**src/rtl/fp32_pkg.sv**
```systemverilog
// Shared single-precision float definitions: field widths, exponent limits,
// divider FSM states and field-extract helpers used by the NN datapath.
package fp32_pkg;

    localparam int FP_BIAS    = 127;
    localparam int FP_EXP_MAX = 254;
    localparam int EXP_W      = 8;
    localparam int MANT_W     = 23;
    localparam int QUOT_BITS  = 25;

    typedef enum logic [1:0] {
        IDLE,
        DIVIDE,
        NORM
    } div_state_e;

    function automatic logic fp_sign(input logic [31:0] x);
        return x[31];
    endfunction

    function automatic logic [EXP_W-1:0] fp_exp(input logic [31:0] x);
        return x[30:23];
    endfunction

    function automatic logic [MANT_W-1:0] fp_mant(input logic [31:0] x);
        return x[22:0];
    endfunction

endpackage

```
**src/rtl/fp_div_seq_if.sv**
```systemverilog
// Start/done handshake and operand/result bus of the sequential divider.
interface fp_div_seq_if;
    logic        start;
    logic [31:0] a;
    logic [31:0] b;
    logic        busy;
    logic        done;
    logic [31:0] result;
    logic        div_by_zero;

    modport master (output start, a, b, input busy, done, result, div_by_zero);
    modport slave  (input start, a, b, output busy, done, result, div_by_zero);
endinterface

```
**src/rtl/fp_div_step.sv**
```systemverilog
// One restoring radix-2 division step: subtract the divisor if it fits,
// emit the quotient bit and shift the partial remainder left.
module fp_div_step
    import fp32_pkg::*;
(
    input  logic [QUOT_BITS-1:0] rem,
    input  logic [MANT_W:0]      mb,
    output logic [QUOT_BITS-1:0] rem_next,
    output logic                 qbit
);

    // The kept remainder is always below mb, so 24 bits hold it exactly.
    logic [MANT_W:0] diff;
    logic [MANT_W:0] kept;

    // Compare, conditionally subtract, shift.
    always_comb begin
        qbit     = (rem >= {1'b0, mb});
        diff     = rem[MANT_W:0] - mb;
        kept     = qbit ? diff : rem[MANT_W:0];
        rem_next = {kept, 1'b0};
    end

endmodule

```
**src/rtl/fp_div_seq.sv**
```systemverilog
// Iterative IEEE-754 single-precision divider (a / b). Fixed 26-edge latency
// from acceptance to done, truncating, denormals treated as zero.
module fp_div_seq
    import fp32_pkg::*;
(
    input  logic clk,
    input  logic rst,
    fp_div_seq_if.slave bus
);

    localparam logic [4:0] LAST_STEP = 5'(QUOT_BITS - 1);

    div_state_e           state;
    logic                 sign;
    logic [EXP_W-1:0]     ea;
    logic [EXP_W-1:0]     eb;
    logic [MANT_W:0]      mb;
    logic [QUOT_BITS-1:0] rem;
    logic [QUOT_BITS-1:0] q;
    logic [4:0]           cnt;
    logic                 busy_r;
    logic                 done_r;
    logic [31:0]          res_r;
    logic                 dbz_r;

    logic [QUOT_BITS-1:0] rem_next;
    logic                 qbit;
    logic signed [9:0]    exp_n;
    logic [MANT_W-1:0]    mant_n;
    logic [31:0]          res_n;
    logic                 dbz_n;

    fp_div_step u_step (
        .rem      (rem),
        .mb       (mb),
        .rem_next (rem_next),
        .qbit     (qbit)
    );

    // Normalise the quotient and resolve special cases (highest priority first).
    always_comb begin
        if (q[QUOT_BITS-1]) begin
            mant_n = q[MANT_W:1];
            exp_n  = $signed({2'b00, ea}) - $signed({2'b00, eb}) + $signed(10'(FP_BIAS));
        end else begin
            mant_n = q[MANT_W-1:0];
            exp_n  = $signed({2'b00, ea}) - $signed({2'b00, eb}) + $signed(10'(FP_BIAS - 1));
        end
        dbz_n = 1'b0;
        if (eb == '0) begin
            res_n = {sign, 8'hFF, 23'h0};
            dbz_n = 1'b1;
        end else if (ea == '0) begin
            res_n = {sign, 31'h0};
        end else if (exp_n > $signed(10'(FP_EXP_MAX))) begin
            res_n = {sign, 8'hFF, 23'h0};
        end else if (exp_n < 10'sd1) begin
            res_n = {sign, 31'h0};
        end else begin
            res_n = {sign, exp_n[EXP_W-1:0], mant_n};
        end
    end

    // Control FSM: accept in IDLE, iterate 25 steps, normalise and pulse done.
    always_ff @(posedge clk) begin
        if (rst) begin
            state  <= IDLE;
            sign   <= 1'b0;
            ea     <= '0;
            eb     <= '0;
            mb     <= '0;
            rem    <= '0;
            q      <= '0;
            cnt    <= '0;
            busy_r <= 1'b0;
            done_r <= 1'b0;
            res_r  <= '0;
            dbz_r  <= 1'b0;
        end else begin
            done_r <= 1'b0;
            case (state)
                IDLE: begin
                    if (bus.start) begin
                        sign   <= fp_sign(bus.a) ^ fp_sign(bus.b);
                        ea     <= fp_exp(bus.a);
                        eb     <= fp_exp(bus.b);
                        mb     <= {1'b1, fp_mant(bus.b)};
                        rem    <= {2'b01, fp_mant(bus.a)};
                        q      <= '0;
                        cnt    <= '0;
                        busy_r <= 1'b1;
                        state  <= DIVIDE;
                    end
                end
                DIVIDE: begin
                    rem <= rem_next;
                    q   <= {q[QUOT_BITS-2:0], qbit};
                    cnt <= cnt + 5'd1;
                    if (cnt == LAST_STEP) state <= NORM;
                end
                NORM: begin
                    res_r  <= res_n;
                    dbz_r  <= dbz_n;
                    done_r <= 1'b1;
                    busy_r <= 1'b0;
                    state  <= IDLE;
                end
                default: state <= IDLE;
            endcase
        end
    end

    assign bus.busy        = busy_r;
    assign bus.done        = done_r;
    assign bus.result      = res_r;
    assign bus.div_by_zero = dbz_r;

endmodule

```
**src/flat_wrapper.sv**
```systemverilog
// flat-port wrapper written by rule: the top's interface ports become plain ports
module fp_div_seq_flat import fp32_pkg::*;
  (clk, rst, bus_start, bus_a, bus_b, bus_busy, bus_done, bus_result, bus_div_by_zero);
  fp_div_seq_if bus_i ();
  input  logic clk;
  input  logic rst;
  input wire logic [$bits(bus_i.start)-1:0] bus_start;
  input wire logic [$bits(bus_i.a)-1:0] bus_a;
  input wire logic [$bits(bus_i.b)-1:0] bus_b;
  output wire logic [$bits(bus_i.busy)-1:0] bus_busy;
  output wire logic [$bits(bus_i.done)-1:0] bus_done;
  output wire logic [$bits(bus_i.result)-1:0] bus_result;
  output wire logic [$bits(bus_i.div_by_zero)-1:0] bus_div_by_zero;
  assign bus_i.start = bus_start;
  assign bus_i.a = bus_a;
  assign bus_i.b = bus_b;
  assign bus_busy = bus_i.busy;
  assign bus_done = bus_i.done;
  assign bus_result = bus_i.result;
  assign bus_div_by_zero = bus_i.div_by_zero;
  fp_div_seq u_core (.clk(clk), .rst(rst), .bus(bus_i));
endmodule
```
**config.mk**
```make
export PLATFORM = sky130hd
export DESIGN_NAME = fp_div_seq_flat
export DESIGN_NICKNAME = d
export VERILOG_FILES = /design/src/rtl/fp32_pkg.sv /design/src/rtl/fp_div_seq_if.sv /design/src/rtl/fp_div_step.sv /design/src/rtl/fp_div_seq.sv /design/src/flat_wrapper.sv
export SDC_FILE = /design/constraint.sdc
export NUM_CORES = 1
export LEC_CHECK = 0
export BUFFER_PORTS_ARGS = -buffer_cell sky130_fd_sc_hd__buf_4
export CAP_MARGIN = 30
export CORE_MARGIN = 10
export CORE_UTILIZATION = 45
export DETAILED_ROUTE_END_ITERATION = 10
export PLACE_DENSITY = 0.76
export SLEW_MARGIN = 5
export SYNTH_ARGS = -nofsm -noshare
export SYNTH_HDL_FRONTEND = slang
export SYNTH_SLANG_ARGS = --single-unit
```
**constraint.sdc**
```tcl
create_clock -name clk -period 4 [get_ports clk]
set_clock_uncertainty 0.15 [all_clocks]
set_input_delay 0.6 -clock clk [delete_from_list [all_inputs] [get_ports clk]]
set_output_delay 0.6 -clock clk [all_outputs]
set_load 0.03 [all_outputs]
```
==> flow_results.xml <==
<?xml version="1.0" encoding="UTF-8"?>
<metrics>
  <group name="status">
    <metric name="status" unit="">finished clean</metric>
  </group>
  <group name="power">
    <metric name="power_per_cell_area" unit="nW/um^2">492</metric>
    <metric name="leakagePower" unit="nW">3.75</metric>
    <metric name="vdd_drop_max" unit="uV">312</metric>
  </group>
  <group name="cts">
    <metric name="clock_tree.buffer_depth" unit="">2</metric>
    <metric name="postCtsResizedCells" unit="">0</metric>
    <metric name="cts.clk_slew.worst_paths" unit="ps">70</metric>
    <metric name="clk-insertion-delay-late" unit="ps">420</metric>
    <metric name="post-cts-setup-buffer-count" unit="">0</metric>
    <metric name="clk_root_buffer_cell" unit="">sky130_fd_sc_hd__clkbuf_16</metric>
    <metric name="clock-sinks" unit="">133</metric>
    <metric name="htreeDepth" unit="">4</metric>
    <metric name="cts-buffers-inserted" unit="">17</metric>
    <metric name="hold_buf_cts" unit="">0</metric>
    <metric name="cts_tree" unit="">done</metric>
  </group>
  <group name="timing">
    <metric name="final_min_period_over_clock_period" unit="%">91.1</metric>
    <metric name="setup-tns-final" unit="ps">0</metric>
    <metric name="finalSetupViolations" unit="">0</metric>
    <metric name="rsz_0062_raised_after_global_routing" unit="">no</metric>
    <metric name="final_hold_viol_count" unit="">0</metric>
    <metric name="tightest_slew" unit="ps">944</metric>
    <metric name="timing.fmax" unit="GHz">0.274</metric>
    <metric name="timing.hold.ws" unit="ps">271</metric>
    <metric name="final.min_clock_period" unit="ps">3640</metric>
    <metric name="fin_ws" unit="ps">355</metric>
    <metric name="max_slew_margin" unit="%">37.1</metric>
    <metric name="timing_max_transition_violations_final" unit="">0</metric>
  </group>
  <group name="worst_setup_path">
    <metric name="cpPeakStageDelay" unit="ps">500</metric>
    <metric name="required_time_worst_endpoint" unit="ps">4140</metric>
    <metric name="cp-start-kind" unit="">flop</metric>
    <metric name="end_kind" unit="">flop</metric>
    <metric name="critPathKind" unit="">reg2reg</metric>
    <metric name="reg2reg_depth" unit="">13</metric>
    <metric name="timing.critical_path.fanout_max" unit="">23</metric>
    <metric name="crit_path_top_delay_cell" unit="">sky130_fd_sc_hd__a221o_1</metric>
    <metric name="cp_cell_sequence" unit="">inv_1 -&gt; ha_1 -&gt; xor2_1 -&gt; ha_1 -&gt; inv_1 -&gt; a221o_1 -&gt; a21oi_4 -&gt; nand2_2 -&gt; nor4_1 -&gt; a21oi_1 -&gt; o2111ai_4 -&gt; buf_4 -&gt; o21ai_0</metric>
    <metric name="cp.arrival" unit="ps">3790</metric>
  </group>
  <group name="detailed_routing">
    <metric name="routed_wl_per_cell" unit="um">15.5</metric>
    <metric name="detail_route.iter0.violations" unit="">447</metric>
    <metric name="drt-total-wl" unit="um">19100</metric>
    <metric name="dr_wl_met2" unit="um">9260</metric>
    <metric name="vias_per_cell" unit="">5.55</metric>
    <metric name="detailroute.wirelength.met3" unit="um">1020</metric>
    <metric name="met1Wirelength" unit="um">8540</metric>
    <metric name="via_count" unit="">6856</metric>
    <metric name="maxUsedRoutingLayer" unit="">met4</metric>
    <metric name="detail_route.first_pass.iterations" unit="">5</metric>
    <metric name="drcViolationCount" unit="">0</metric>
    <metric name="final_antenna_net_count" unit="">0</metric>
  </group>
  <group name="synthesis">
    <metric name="synth_sequential_area_ratio" unit="%">35.3</metric>
    <metric name="syn-num-nets" unit="">1023</metric>
    <metric name="synth_common_cells" unit="">142 x sky130_fd_sc_hd__nand2_1, 133 x sky130_fd_sc_hd__dfxtp_1, 102 x sky130_fd_sc_hd__a21oi_1</metric>
    <metric name="synthDistinctLibCells" unit="">75</metric>
    <metric name="synth.ff_latch_count" unit="">133</metric>
    <metric name="post_synth.cell_area_avg" unit="um^2">8.23</metric>
    <metric name="cell_count_after_synthesis" unit="">917</metric>
    <metric name="yosysTopAreaCell" unit="">sky130_fd_sc_hd__dfxtp_1</metric>
    <metric name="synth_edf_count" unit="">0</metric>
    <metric name="yosysWarnings" unit="">0</metric>
    <metric name="synth_area" unit="um^2">7550</metric>
    <metric name="synthMostInstantiatedCell" unit="">sky130_fd_sc_hd__nand2_1</metric>
    <metric name="postSynth.asyncResetShare" unit="%">0</metric>
    <metric name="ys.flop_type" unit="">sky130_fd_sc_hd__dfxtp_1</metric>
    <metric name="netlist.area_leader.share" unit="%">35.3</metric>
    <metric name="synth_top_cells_by_area" unit="">sky130_fd_sc_hd__dfxtp_1 35%, sky130_fd_sc_hd__nand2_1 7.1%, sky130_fd_sc_hd__a21oi_1 6.8%</metric>
  </group>
  <group name="final_layout">
    <metric name="finish.cell_count_without_fillers" unit="">1236</metric>
    <metric name="insertedDiodeCount" unit="">0</metric>
    <metric name="fin_nets" unit="">1109</metric>
    <metric name="drive_above_1_share" unit="%">19.5</metric>
    <metric name="postLayoutCoreUtil" unit="%">55.3</metric>
    <metric name="area.growth.synth_to_final" unit="%">20.9</metric>
  </group>
  <group name="placed_design">
    <metric name="globalplace.congestion" unit="">0.875</metric>
    <metric name="post_place_cells" unit="">1203</metric>
    <metric name="place.detailed.hpwl" unit="um">13700</metric>
    <metric name="io_buffer_count" unit="">101</metric>
    <metric name="place_worst_setup_slack" unit="ps">366</metric>
  </group>
  <group name="hold_path">
    <metric name="hold_crit_depth" unit="">3</metric>
    <metric name="hold_class" unit="">in2reg</metric>
  </group>
  <group name="grt">
    <metric name="largest_net_degree_at_the_start_of_global_routing" unit="">71</metric>
    <metric name="grt_first_pass_wirelength" unit="um">31600</metric>
    <metric name="grt_antenna_before_repair" unit="">0</metric>
    <metric name="overflow" unit="">0</metric>
    <metric name="grtUsageTotal" unit="%">17.0</metric>
    <metric name="grt_pass1_vias" unit="">6612</metric>
  </group>
  <group name="job">
    <metric name="cap_violations" unit="">0</metric>
  </group>
  <group name="die">
    <metric name="num_io_pins" unit="">102</metric>
    <metric name="chipHeight" unit="um">150</metric>
    <metric name="floorplan.die_area" unit="um^2">22400</metric>
    <metric name="row_count" unit="">47</metric>
    <metric name="initial_utilization" unit="%">45.7</metric>
    <metric name="core-area" unit="um^2">16500</metric>
    <metric name="die_width" unit="um">150</metric>
  </group>
</metrics>
-- logic make-up after synthesis --
logic type	synth area share, %
and+or+nand+nor	17.2
DFF	35.3
adders and majority gates	6.56
AOI/OAI and AO/OA	26.2
buffers and inverters	5.35
xor gates and xnor gates	3.79
muxes	5.58
-- power by group --
part / internal (mW) / switching (mW)
Combinational: 0.605 / 0.792
Sequential: 1.40 / 0.0589
Clock: 0.970 / 0.671
Total: 2.97 / 1.52
-- per-stage QoR --
step | total power, mW | cell area (um^2)
3_5_place_dp | 2.85 | 8490
3_3_place_gp | 2.84 | 8490
4_1_cts | 4.50 | 9100
2_1_floorplan | 2.55 | 7550
6_report | 4.49 | 9130
5_1_grt | 4.75 | 9130
-- path summary, 6_finish.rpt --
kind | startpoint | to | slack, ps
setup reg to reg | u_core.eb[1] | u_core.bus.result[0] | 360
hold / removal | bus_b[5] | u_core.mb[5] | 270
hold reg to reg | u_core.bus.result[10] | u_core.bus.result[10] | 300
setup / recovery | u_core.eb[1] | u_core.bus.result[0] | 360
-- layer usage --
metal  vias up  global-route usage [%]
met5         -                       0
met4         0                    5.25
met3        29                    4.71
met2       161                    28.3
met1      3215                    20.8
li1       3451                       -
-- cell usage in the layout, fill, tap and decap left out, types with 5 or more instances in the layout --
cell type and n:
sky130_fd_sc_hd__nand2_1 142, sky130_fd_sc_hd__dfxtp_1 133, sky130_fd_sc_hd__buf_4 116, sky130_fd_sc_hd__a21oi_1 102, sky130_fd_sc_hd__inv_1 49, sky130_fd_sc_hd__nor2_1 46
sky130_fd_sc_hd__mux2i_1 41, sky130_fd_sc_hd__ha_1 38, sky130_fd_sc_hd__o21ai_0 34, sky130_fd_sc_hd__a22o_1 25, sky130_fd_sc_hd__o21ai_2 20, sky130_fd_sc_hd__xnor2_1 19
sky130_fd_sc_hd__clkbuf_16 17, sky130_fd_sc_hd__nand3_1 16, sky130_fd_sc_hd__a21o_1 12, sky130_fd_sc_hd__a211oi_1 12, sky130_fd_sc_hd__and3_1 12, sky130_fd_sc_hd__xor2_1 11
sky130_fd_sc_hd__o22ai_1 11, sky130_fd_sc_hd__nor3_1 10, sky130_fd_sc_hd__o21a_1 9, sky130_fd_sc_hd__or3_1 8, sky130_fd_sc_hd__a31oi_1 7, sky130_fd_sc_hd__nor2b_1 6
sky130_fd_sc_hd__a21oi_2 6, sky130_fd_sc_hd__nand2b_1 6, sky130_fd_sc_hd__nand4_1 6, sky130_fd_sc_hd__inv_8 6, sky130_fd_sc_hd__or2_2 5, sky130_fd_sc_hd__o211ai_1 5
sky130_fd_sc_hd__nor4_1 5, sky130_fd_sc_hd__inv_6 5
-- state kept, by name, indices dropped and copies added (netlist names), 2 cells and up --
signal	flops
u_core.cnt	5
u_core.ea	8
u_core.eb	8
u_core.rem	25
u_core.mb	24
u_core.bus.result	32
u_core.state	2
u_core.q	25
-- final cells by class --
| type | count | area, um^2 |
|---|---|---|
| Tap cell | 220 | 275 |
| Timing Repair Buffer | 117 | 898 |
| Multi-Input combinational cell | 685 | 4490 |
| Sequential cell | 133 | 2660 |
| Clock buffer | 18 | 439 |
| Clock inverter | 14 | 179 |
| Inverter | 49 | 184 |
| Fill cell | 1523 | 7390 |
-- critical path: cells and delay by family, from the launching register on --
kind	cells	cell delay (ps)
adder cells (fa/ha/maj)	2	590
buffers and inverters	3	460
flip-flops	1	360
AND/OR/NAND/NOR	2	500
AO/OA/AOI/OAI	5	1100
XOR/XNOR	1	350
No activity file was read; power rests on OpenSTA's default activity.
